## src/rtl/mips_pkg.sv

```systemverilog
// Shared fetch/decode definitions: fetch FSM states, buffer entry layout and
// the instruction field positions the decoder also relies on.
package mips_pkg;

  localparam int          INSTR_W   = 32;
  localparam logic [31:0] PC_STEP   = 32'd4;

  localparam int OP_MSB    = 31;
  localparam int OP_LSB    = 26;
  localparam int FUNCT_MSB = 5;
  localparam int FUNCT_LSB = 0;

  typedef enum logic [1:0] {
    IDLE    = 2'd0,
    REQ     = 2'd1,
    DISCARD = 2'd2
  } fetch_state_t;

  typedef struct packed {
    logic [31:0]        pc;
    logic [INSTR_W-1:0] instr;
  } fetch_entry_t;

endpackage

```

## src/rtl/fetch_buffer.sv

```systemverilog
// Small synchronous FIFO of fetched {pc, instr} pairs; flush wins over push.
module fetch_buffer
  import mips_pkg::*;
#(
  parameter int DEPTH = 2,
  parameter int CNT_W = $clog2(DEPTH) + 1
) (
  input  logic             clk,
  input  logic             rst_n,
  input  logic             push,
  input  fetch_entry_t     push_entry,
  input  logic             pop,
  input  logic             flush,
  output logic [CNT_W-1:0] count,
  output fetch_entry_t     head
);

  localparam int               PTR_W = $clog2(DEPTH);
  localparam logic [CNT_W-1:0] FULL  = CNT_W'(DEPTH);

  fetch_entry_t     mem_q [DEPTH];
  fetch_entry_t     mem_d [DEPTH];
  logic [PTR_W-1:0] rd_ptr_q, rd_ptr_d;
  logic [PTR_W-1:0] wr_ptr_q, wr_ptr_d;
  logic [CNT_W-1:0] count_q, count_d;
  logic             do_push, do_pop;

  always_comb begin
    do_pop   = pop && (count_q != '0);
    // a full buffer still accepts a push when the head leaves in the same cycle
    do_push  = push && ((count_q != FULL) || do_pop);
    mem_d    = mem_q;
    rd_ptr_d = rd_ptr_q;
    wr_ptr_d = wr_ptr_q;
    count_d  = count_q;
    if (flush) begin
      rd_ptr_d = '0;
      wr_ptr_d = '0;
      count_d  = '0;
    end else begin
      if (do_push) begin
        mem_d[wr_ptr_q] = push_entry;
        wr_ptr_d        = wr_ptr_q + PTR_W'(1);
      end
      if (do_pop) begin
        rd_ptr_d = rd_ptr_q + PTR_W'(1);
      end
      count_d = count_q + CNT_W'(do_push) - CNT_W'(do_pop);
    end
  end

  always_ff @(posedge clk) begin
    if (!rst_n) begin
      for (int i = 0; i < DEPTH; i++) begin
        mem_q[i] <= '0;
      end
      rd_ptr_q <= '0;
      wr_ptr_q <= '0;
      count_q  <= '0;
    end else begin
      mem_q    <= mem_d;
      rd_ptr_q <= rd_ptr_d;
      wr_ptr_q <= wr_ptr_d;
      count_q  <= count_d;
    end
  end

  assign count = count_q;
  assign head  = mem_q[rd_ptr_q];

endmodule

```

## src/rtl/ifetch_unit.sv

```systemverilog
// Instruction fetch front-end: drives the imem req/ack handshake, owns the
// fetch PC, buffers returned words and handles redirects from execute.
//
//   state   | meaning
//   IDLE    | no request; waiting for buffer room
//   REQ     | request out at fetch_pc
//   DISCARD | request for a pre-redirect address still in flight; its data is dropped
module ifetch_unit
  import mips_pkg::*;
#(
  parameter logic [31:0] RESET_PC  = 32'h0000_0000,
  parameter int          BUF_DEPTH = 2
) (
  input  logic               clk,
  input  logic               rst_n,
  output logic               imem_req,
  output logic [31:0]        imem_addr,
  input  logic               imem_ack,
  input  logic [INSTR_W-1:0] imem_rdata,
  input  logic               redirect_valid,
  input  logic [31:0]        redirect_pc,
  output logic               out_valid,
  input  logic               out_ready,
  output logic [INSTR_W-1:0] out_instr,
  output logic [31:0]        out_pc,
  output logic [5:0]         out_op,
  output logic [5:0]         out_funct
);

  localparam int               CNT_W = $clog2(BUF_DEPTH) + 1;
  localparam logic [CNT_W-1:0] DEPTH = CNT_W'(BUF_DEPTH);

  fetch_state_t     state_q, state_d;
  logic [31:0]      fetch_pc_q, fetch_pc_d;
  logic [31:0]      addr_q, addr_d;
  logic [CNT_W-1:0] count;
  logic [CNT_W-1:0] cnt_after_pop;
  logic             ack, pop, push, flush;
  fetch_entry_t     head, push_entry;

  assign imem_req      = (state_q != IDLE);
  assign imem_addr     = addr_q;
  assign ack           = imem_req && imem_ack;
  assign out_valid     = (count != '0);
  assign pop           = out_valid && out_ready;
  assign cnt_after_pop = count - CNT_W'(pop);
  assign push_entry    = '{pc: fetch_pc_q, instr: imem_rdata};

  always_comb begin
    state_d    = state_q;
    fetch_pc_d = fetch_pc_q;
    addr_d     = addr_q;
    push       = 1'b0;
    flush      = 1'b0;
    if (redirect_valid) begin
      flush      = 1'b1;
      fetch_pc_d = redirect_pc & ~32'h3;
      // an unacked request cannot be withdrawn, so wait out its ack in DISCARD
      if ((state_q != IDLE) && !ack) begin
        state_d = DISCARD;
      end else begin
        state_d = REQ;
      end
    end else begin
      unique case (state_q)
        IDLE: begin
          if (cnt_after_pop < DEPTH) begin
            state_d = REQ;
          end
        end
        REQ: begin
          if (ack) begin
            push       = 1'b1;
            fetch_pc_d = fetch_pc_q + PC_STEP;
            state_d    = ((cnt_after_pop + CNT_W'(1)) < DEPTH) ? REQ : IDLE;
          end
        end
        DISCARD: begin
          if (ack) begin
            state_d = REQ;
          end
        end
        default: state_d = IDLE;
      endcase
    end
    // DISCARD keeps presenting the stale address until its ack
    if (state_d != DISCARD) begin
      addr_d = fetch_pc_d;
    end
  end

  always_ff @(posedge clk) begin
    if (!rst_n) begin
      state_q    <= IDLE;
      fetch_pc_q <= RESET_PC;
      addr_q     <= RESET_PC;
    end else begin
      state_q    <= state_d;
      fetch_pc_q <= fetch_pc_d;
      addr_q     <= addr_d;
    end
  end

  fetch_buffer #(
    .DEPTH (BUF_DEPTH),
    .CNT_W (CNT_W)
  ) u_fetch_buffer (
    .clk        (clk),
    .rst_n      (rst_n),
    .push       (push),
    .push_entry (push_entry),
    .pop        (pop),
    .flush      (flush),
    .count      (count),
    .head       (head)
  );

  assign out_instr = out_valid ? head.instr : '0;
  assign out_pc    = out_valid ? head.pc    : '0;
  assign out_op    = out_instr[OP_MSB:OP_LSB];
  assign out_funct = out_instr[FUNCT_MSB:FUNCT_LSB];

endmodule
```

## config.mk

```make
export PLATFORM = sky130hd
export DESIGN_NAME = ifetch_unit
export DESIGN_NICKNAME = d
export VERILOG_FILES = /design/src/rtl/mips_pkg.sv /design/src/rtl/fetch_buffer.sv /design/src/rtl/ifetch_unit.sv
export SDC_FILE = /design/constraint.sdc
export NUM_CORES = 1
export LEC_CHECK = 0
export CAP_MARGIN = 20
export CORE_AREA = 2 2 159 161
export DETAILED_ROUTE_END_ITERATION = 8
export DIE_AREA = 0 0 161 163
export GPL_TIMING_DRIVEN = 1
export PLACE_DENSITY = 0.7
export REMOVE_ABC_BUFFERS = 1
export SLEW_MARGIN = 20
export SYNTH_ARGS = -nofsm -noshare
export SYNTH_HDL_FRONTEND = slang
export SYNTH_HIERARCHICAL = 1
export SYNTH_SLANG_ARGS = --single-unit
```

## constraint.sdc

```tcl
create_clock -name clk -period 4.4 [get_ports clk]
set_input_delay 1.32 -clock clk [delete_from_list [all_inputs] [get_ports clk]]
set_output_delay 1.32 -clock clk [all_outputs]
set_load 0.1 [all_outputs]
```

==> results.toml, run 1 <==
[sta]
rsz0062_at_grt = "false"
timing.final.ws_setup_ns = 0.637
slew_viol_final = 0
hold_slack_ns = 0.454
period_share_pct = 85.5
fin_crit_ns = 3.76
setup_violations = 0
fmax_ghz = 0.266
skew_ns = 0.0120
hold_violations = 0
max_slew.worst_pin.slew_ns = 1.08
slew-limit-headroom_pct = 27.7

[synthesis]
synth_ff_type = "dfxtp_1"
synth_top_family_by_area = "multiplexers"
yosys.area.top_type = "dfxtp_1"
synth_warnings = 6
synth_compound_area_share_pct = 7.51
async_flop_share_pct = 0
synth.distinct_cells = 59
netlist_area_um2 = 9430
ys_ff_latch = 198
synth-xor-area-share_pct = 1.58
synth_top_area_share_pct = 42.0
synth-edff-count = 0
syn_avg_cell_area_um2 = 9.19
yosys-top-cells-area = "dfxtp_1 42%, mux2i_1 14%, nand2_1 8.6%, mux2_2 7.6%, and2_1 4.8%"
yosys.area_share.simple_pct = 21.0
synthAdderAreaFrac_pct = 0.531
yosysSeqAreaShare_pct = 42.0
muxShareOfSynthArea_pct = 21.9
postSynthCellCount = 1026

[power_and_ir_drop]
p_comb_share_pct = 12.8
power.density_nw_per_um2 = 340
swShare_pct = 27.8
p_clk_share_pct = 39.6
ir_drop_v = 0.000237
seq_power_share_pct = 47.6
power.internal_mw = 2.87
switching_power_mw = 1.10
leakage_nw = 4.85

[clocking]
cts_buffers = 17
cts_tree = "done"
htree_num_levels = 4
cts_setup_buffers = 0
clk_latency_ns = 0.43
cts.path.max_buffers = 2
cts.repair.resized = 0
cts_hold_buf = 0
clk_pin_slew_worst_paths_ns = 0.07
cts_num_sinks = 198
cts_root_buffer = "clkbuf_16"

[floorplanning]
start_util_pct = 38.2
core_um2 = 24700
rows = 58
die_w_um = 161
dieHeight_um = 163
die_area_um2 = 26200
io_pins = 179

[route]
drc = 0
viasPerCell = 5.06
num_vias = 7548
dr.pass1.iters = 6
drtAntennaViolNets = 0
drt_wl_total_mm = 23.8
drtIter0Drc = 434
wl_per_cell_um = 15.9

[setup_path]
cp_top_family = "simple AND/OR/NAND/NOR gates"
critPathKind = "register to output pin"
slowest_stage = "or2_2"
cp-end-kind = "output pin"
path_cells = "or2_2 -> buf_4 -> and2_1 -> buf_4"
critPathMostFrequentCell = "buf_4"
cp_max_fo = 47
path_buf_inv = 2
cp-start-kind = "register"
critPathMaxStageDelay_ns = 0.71
crit_arrival_ns = 2.44
cp.required_ns = 3.08

[finish]
nFillCells = 2361
antenna_cells = 0
fin_util_pct = 47.4
num-nets-final = 1224
multi_input_area_um2 = 4960
syn_to_final_growth_pct = 24.0
register_area_um2 = 3970
fin_cells = 1493
drive_above_1_share_pct = 17.6

[hold_path]
hp-class = "register to register"

[global_route]
grt_pass1_wl_mm = 37.8
grt_pass1_vias = 7298
track_usage_pct = 18.0
antenna_found_initial = 0
grt-ovfl-total = 0
grt_max_degree = 98

[outcome]
status = "finished, final reports clean"

[place]
placedCellCount = 1462
gp_congestion = 0.797
portBuffers = 176
pre_cts_slack_ns = 0.506
dp_hpwl_mm = 15.9

[job]
drv_cap = 0
## per-stage QoR
stage               TNS [ns]  total power, mW  instance area, um2
floorplan            -503.39             2.24                8950
global placement           0             2.44               11100
detailed placement         0             2.44               11100
CTS                        0             4.02               11700
global route               0             4.13               11700
finish                     0             3.98               11700
## final cells by class
type | count | share of cell area [%]
multi-input cells | 731 | 42.4
flip-flops and latches | 198 | 33.9
repair buffers | 193 | 14.8
clock buffers | 18 | 3.75
well taps | 330 | 3.53
clock inverters | 13 | 1.25
inverters | 10 | 0.321
## cell usage in the layout (no fill, tap or decap), types with 3 or more instances in the layout
| master | netlist | layout |
|---|---|---|
| and3_1 | 13 | 13 |
| a31oi_1 | 8 | 8 |
| nand3_1 | 22 | 22 |
| o22a_1 | 8 | 8 |
| o21ai_0 | 33 | 33 |
| o31a_1 | 5 | 5 |
| o31ai_1 | 7 | 7 |
| mux2i_1 | 134 | 134 |
| inv_6 | 0 | 4 |
| nor3_1 | 6 | 6 |
| nand2b_1 | 7 | 7 |
| or2_2 | 4 | 4 |
| o21a_1 | 3 | 3 |
| inv_1 | 9 | 9 |
| dfxtp_1 | 198 | 197 |
| and4_1 | 5 | 5 |
| nor4_2 | 2 | 3 |
| xnor2_1 | 11 | 11 |
| clkinv_2 | 0 | 3 |
| nor4_1 | 10 | 9 |
| buf_12 | 0 | 3 |
| nor2_1 | 17 | 16 |
| clkdlybuf4s50_1 | 0 | 98 |
| a32o_1 | 4 | 4 |
| or4_1 | 6 | 6 |
| or3_1 | 5 | 5 |
| mux2_2 | 64 | 64 |
| nand2_1 | 217 | 217 |
| xor2_1 | 6 | 6 |
| buf_4 | 18 | 91 |
| nand4_1 | 8 | 8 |
| a21oi_1 | 19 | 19 |
| clkbuf_16 | 0 | 17 |
| and2_1 | 72 | 72 |
| ha_1 | 4 | 4 |
## worst paths after layout
kind / cells after the start / endpoint / startpoint / slack [ns]
setup / recovery: 4 / out_instr[0] / u_fetch_buffer/count[1]$_SDFF_PP0_ / 0.64
hold / removal: 2 / u_fetch_buffer/mem_q[80]$_SDFFE_PN0P_ / u_fetch_buffer/mem_q[80]$_SDFFE_PN0P_ / 0.45
setup reg to reg: 7 / u_fetch_buffer/mem_q[44]$_SDFFE_PN0P_ / u_fetch_buffer/count[1]$_SDFF_PP0_ / 1.11
hold reg to reg: 2 / u_fetch_buffer/mem_q[80]$_SDFFE_PN0P_ / u_fetch_buffer/mem_q[80]$_SDFFE_PN0P_ / 0.45
## tightest hold or removal path, cell delays in order (launching register included)
cell and delay (ns):
dfxtp_1 0.31, nand2_1 0.05, mux2i_1 0.05
## cells in the mapped netlist, drive strengths merged (3+ instances only)
library cell and count:
or3 5, nor3b 3, o21ai 34, nand2 217, nand2b 7, or2 5
nor3 6, xor2 6, and3 13, and2 72, ha 4, nor2 17
nand3 22, o21a 3, a31oi 8, buf 36, nand4 8, o31ai 8
clkbuf 51, inv 9, or4 6, nor4 12, xnor2 11, o31a 5
mux2i 134, a311oi 3, a21oi 19, o22a 8, mux2 64, a32o 4
dfxtp 198, and4 5
## power groups by stage
stage | clock, mW | sequential [mW] | combinational [mW]
floorplan | 0 | 2.08 | 0.160
global placement | 0 | 1.93 | 0.507
detailed placement | 0 | 1.93 | 0.511
CTS | 1.61 | 1.89 | 0.512
global route | 1.69 | 1.90 | 0.543
finish | 1.58 | 1.89 | 0.511
## metal layers
| metal | vias to the layer above | share of wire (%) | global-route usage (%) |
|---|---|---|---|
| met5 | - | 0 | 0 |
| met4 | 0 | 2.1 | 6.05 |
| met3 | 30 | 5.1 | 3.62 |
| met2 | 203 | 45 | 29.1 |
| met1 | 3529 | 48 | 24.2 |
| li1 | 3786 | - | - |
## kinds of logic after synthesis
group,after synthesis
AND/OR/NAND/NOR,407
multiplexers,198
flip-flops,198
AO/OA/AOI/OAI,105
buffers and inverters,97
XOR/XNOR,17
adder cells (fa/ha/maj),4
## state kept, by name (all words and copies together) (netlist names)
signal and count:
u_fetch_buffer/count 2, u_fetch_buffer/rd_ptr_q 1, u_fetch_buffer/wr_ptr_q 1, imem_addr 32, u_fetch_buffer/mem_q 128, state_q 2, fetch_pc_q 32
(Power assumes the default switching activity.)
==> run 2, diff against run 1 <==
--- a/config.mk
+++ b/config.mk
@@ -12,7 +12,6 @@
 export GPL_TIMING_DRIVEN = 1
 export PLACE_DENSITY = 0.7
 export REMOVE_ABC_BUFFERS = 1
-export SLEW_MARGIN = 20
 export SYNTH_ARGS = -nofsm -noshare
 export SYNTH_HDL_FRONTEND = slang
 export SYNTH_HIERARCHICAL = 1
==> results of run 2 <==
Same layout as run 1: the final DEF is identical, and so are final timing and power.
==> run 3, diff against run 2 <==
--- a/config.mk
+++ b/config.mk
@@ -12,6 +12,7 @@
 export GPL_TIMING_DRIVEN = 1
 export PLACE_DENSITY = 0.7
 export REMOVE_ABC_BUFFERS = 1
+export SLEW_MARGIN = 15
 export SYNTH_ARGS = -nofsm -noshare
 export SYNTH_HDL_FRONTEND = slang
 export SYNTH_HIERARCHICAL = 1
==> constraint.sdc (replaced) <==
create_clock -name clk -period 4.6 [get_ports clk]
set_input_delay 1.38 -clock clk [delete_from_list [all_inputs] [get_ports clk]]
set_output_delay 1.38 -clock clk [all_outputs]
set_load 0.1 [all_outputs]
==> run 3 against run 2 <==
  * Critical path depth unchanged
  * Combinational power down 4.3%
  * Sequential cell count unchanged
  * Count of clock-buffer cells in the layout down 1
  * Global-route usage down 0.078 points
  * Total power down 4.0%
  * Setup slack better by 0.23 ns
  * Wire length up 0.18%
==> results.toml, run 3 (same netlist as run 1, synthesis figures left out) <==
[route]
drt_wl_total_mm = 23.8
drtAntennaViolNets = 0
num_vias = 7582
viasPerCell = 5.07
drc = 0
drtIter0Drc = 546
dr.pass1.iters = 5
wl_per_cell_um = 15.9

[finish]
num-nets-final = 1226
layout_common_cells = "217 x nand2_1, 197 x dfxtp_1, 134 x mux2i_1"
syn_to_final_growth_pct = 24.3
drive_above_1_share_pct = 17.8
register_area_um2 = 3970
final_common_cell = "nand2_1"
multi_input_area_um2 = 4960
largest_reg_flops = 128
largest_register = "u_fetch_buffer/mem_q"
nFillCells = 2384
finalInstanceArea_um2 = 11700
antenna_cells = 0

[floorplanning]
die_w_um = 161
rows = 58
core_um2 = 24700
start_util_pct = 38.2
dieHeight_um = 163
io_pins = 179
die_area_um2 = 26200

[clocking]
cts.path.max_buffers = 2
cts_num_sinks = 198
clk_pin_slew_worst_paths_ns = 0.08
cts_buffers = 17
cts_hold_buf = 0
cts_setup_buffers = 0
clk_latency_ns = 0.43
cts_tree = "done"
cts_root_buffer = "clkbuf_16"
cts.repair.resized = 0
htree_num_levels = 4

[setup_path]
cp_max_fo = 36
r2r-end = "u_fetch_buffer/count[1]$_SDFF_PP0_"
reg2reg_from = "u_fetch_buffer/count[1]$_SDFF_PP0_"
cp-start-kind = "register"
critPathMostFrequentCell = "buf_4"
r2r_cells = 11
path_buf_inv = 2
critPathMaxStageDelay_ns = 0.61
cp-end-kind = "output pin"
critPathKind = "register to output pin"
path_cells = "or2_2 -> buf_4 -> and2_1 -> buf_4"
cp_top_family = "simple AND/OR/NAND/NOR gates"
ff2ff_setup_slack_ns = 1.68
crit_arrival_ns = 2.36
cp.required_ns = 3.22
slowest_stage = "or2_2"

[place]
dpl_cell_area_um2 = 11100
dp_hpwl_mm = 15.7
portBuffers = 176
gp_congestion = 0.772

[sta]
rsz0062_at_grt = "false"
hold_slack_ns = 0.454
fin_crit_ns = 3.74
fin_tns_setup_ns = 0
max_slew.worst_pin.slew_ns = 1.07
slew_viol_final = 0
period_share_pct = 81.2
skew_ns = 0.0114
slew-limit-headroom_pct = 28.2
fmax_ghz = 0.268
hold_violations = 0
setup_violations = 0

[hold_path]
hold_end = "u_fetch_buffer/mem_q[75]$_SDFFE_PN0P_"
holdPathStages = 2
hp-class = "register to register"
hp-start = "u_fetch_buffer/mem_q[75]$_SDFFE_PN0P_"

[global_route]
antenna_found_initial = 0
grt-ovfl-total = 0
track_usage_pct = 18.0
grt_pass1_wl_mm = 37.7
grt_pass1_vias = 7216
grt_max_degree = 128

[outcome]
status = "finished, final reports clean"

[job]
drv_cap = 0

[power_and_ir_drop]
power.density_nw_per_um2 = 326
leakage_nw = 4.85
ir_drop_v = 0.000190
-- run 3: power breakdown --
group	internal (mW)	switching, mW	total (mW)
registers	1.76	0.0472	1.81
logic	0.165	0.325	0.489
clock network	0.816	0.703	1.52
total	2.74	1.07	3.82
-- run 3: worst max-delay path by stage --
stage | from | to | slack [ns] | cells after the start
6_report | u_fetch_buffer/count[1]$_SDFF_PP0_ | out_pc[7] | 0.86 | 4
5_1_grt | u_fetch_buffer/count[1]$_SDFF_PP0_ | out_pc[30] | 0.69 | 4
4_1_cts | u_fetch_buffer/count[1]$_SDFF_PP0_ | out_pc[30] | 0.79 | 4
3_5_place_dp | imem_ack | imem_addr[20]$_SDFFE_PN0P_ | 0.69 | 6
3_3_place_gp | imem_ack | imem_addr[20]$_SDFFE_PN0P_ | 0.71 | 6
2_1_floorplan | imem_ack | u_fetch_buffer/mem_q[100]$_SDFFE_PN0P_ | -6.78 | 5
-- run 3: stage by stage --
| stage | utilization [%] | total power, mW | worst slack (ns) | std cells |
|---|---|---|---|---|
| after detailed placement | 45.1 | 2.34 | 0.688 | 1464 |
| after global placement | 45.1 | 2.33 | 0.711 | 1464 |
| final | 47.5 | 3.82 | 0.865 | 1496 |
| after floorplan | - | 2.14 | -6.78 | 939 |
| after CTS | 47.5 | 3.86 | 0.792 | 1496 |
| after global routing | 47.5 | 3.96 | 0.686 | 1496 |
-- run 3: worst reg2reg max path, delay by kind of cell, from the launching register on --
| family | cells | cell delay (ns) |
|---|---|---|
| DFF | 1 | 0.43 |
| xor gates and xnor gates | 2 | 0.25 |
| and+or+nand+nor | 5 | 1.23 |
| buffers and inverters | 2 | 0.44 |
| adders and majority gates | 2 | 0.46 |
-- run 3: area by class of cell --
cell class,count,share of cell area [%]
clock buffer,17,3.63
clock inverter,15,1.43
inverter,10,0.320
multi-input combinational,731,42.3
sequential,198,33.8
tap,330,3.52
timing repair buffer,195,14.9
-- run 3: layer usage --
layer | routed length, um | global-route usage, %
met1 | 11400 | 24.1
met2 | 10900 | 29.4
met3 | 1140 | 3.39
met4 | 410 | 5.36
met5 | 0 | 0
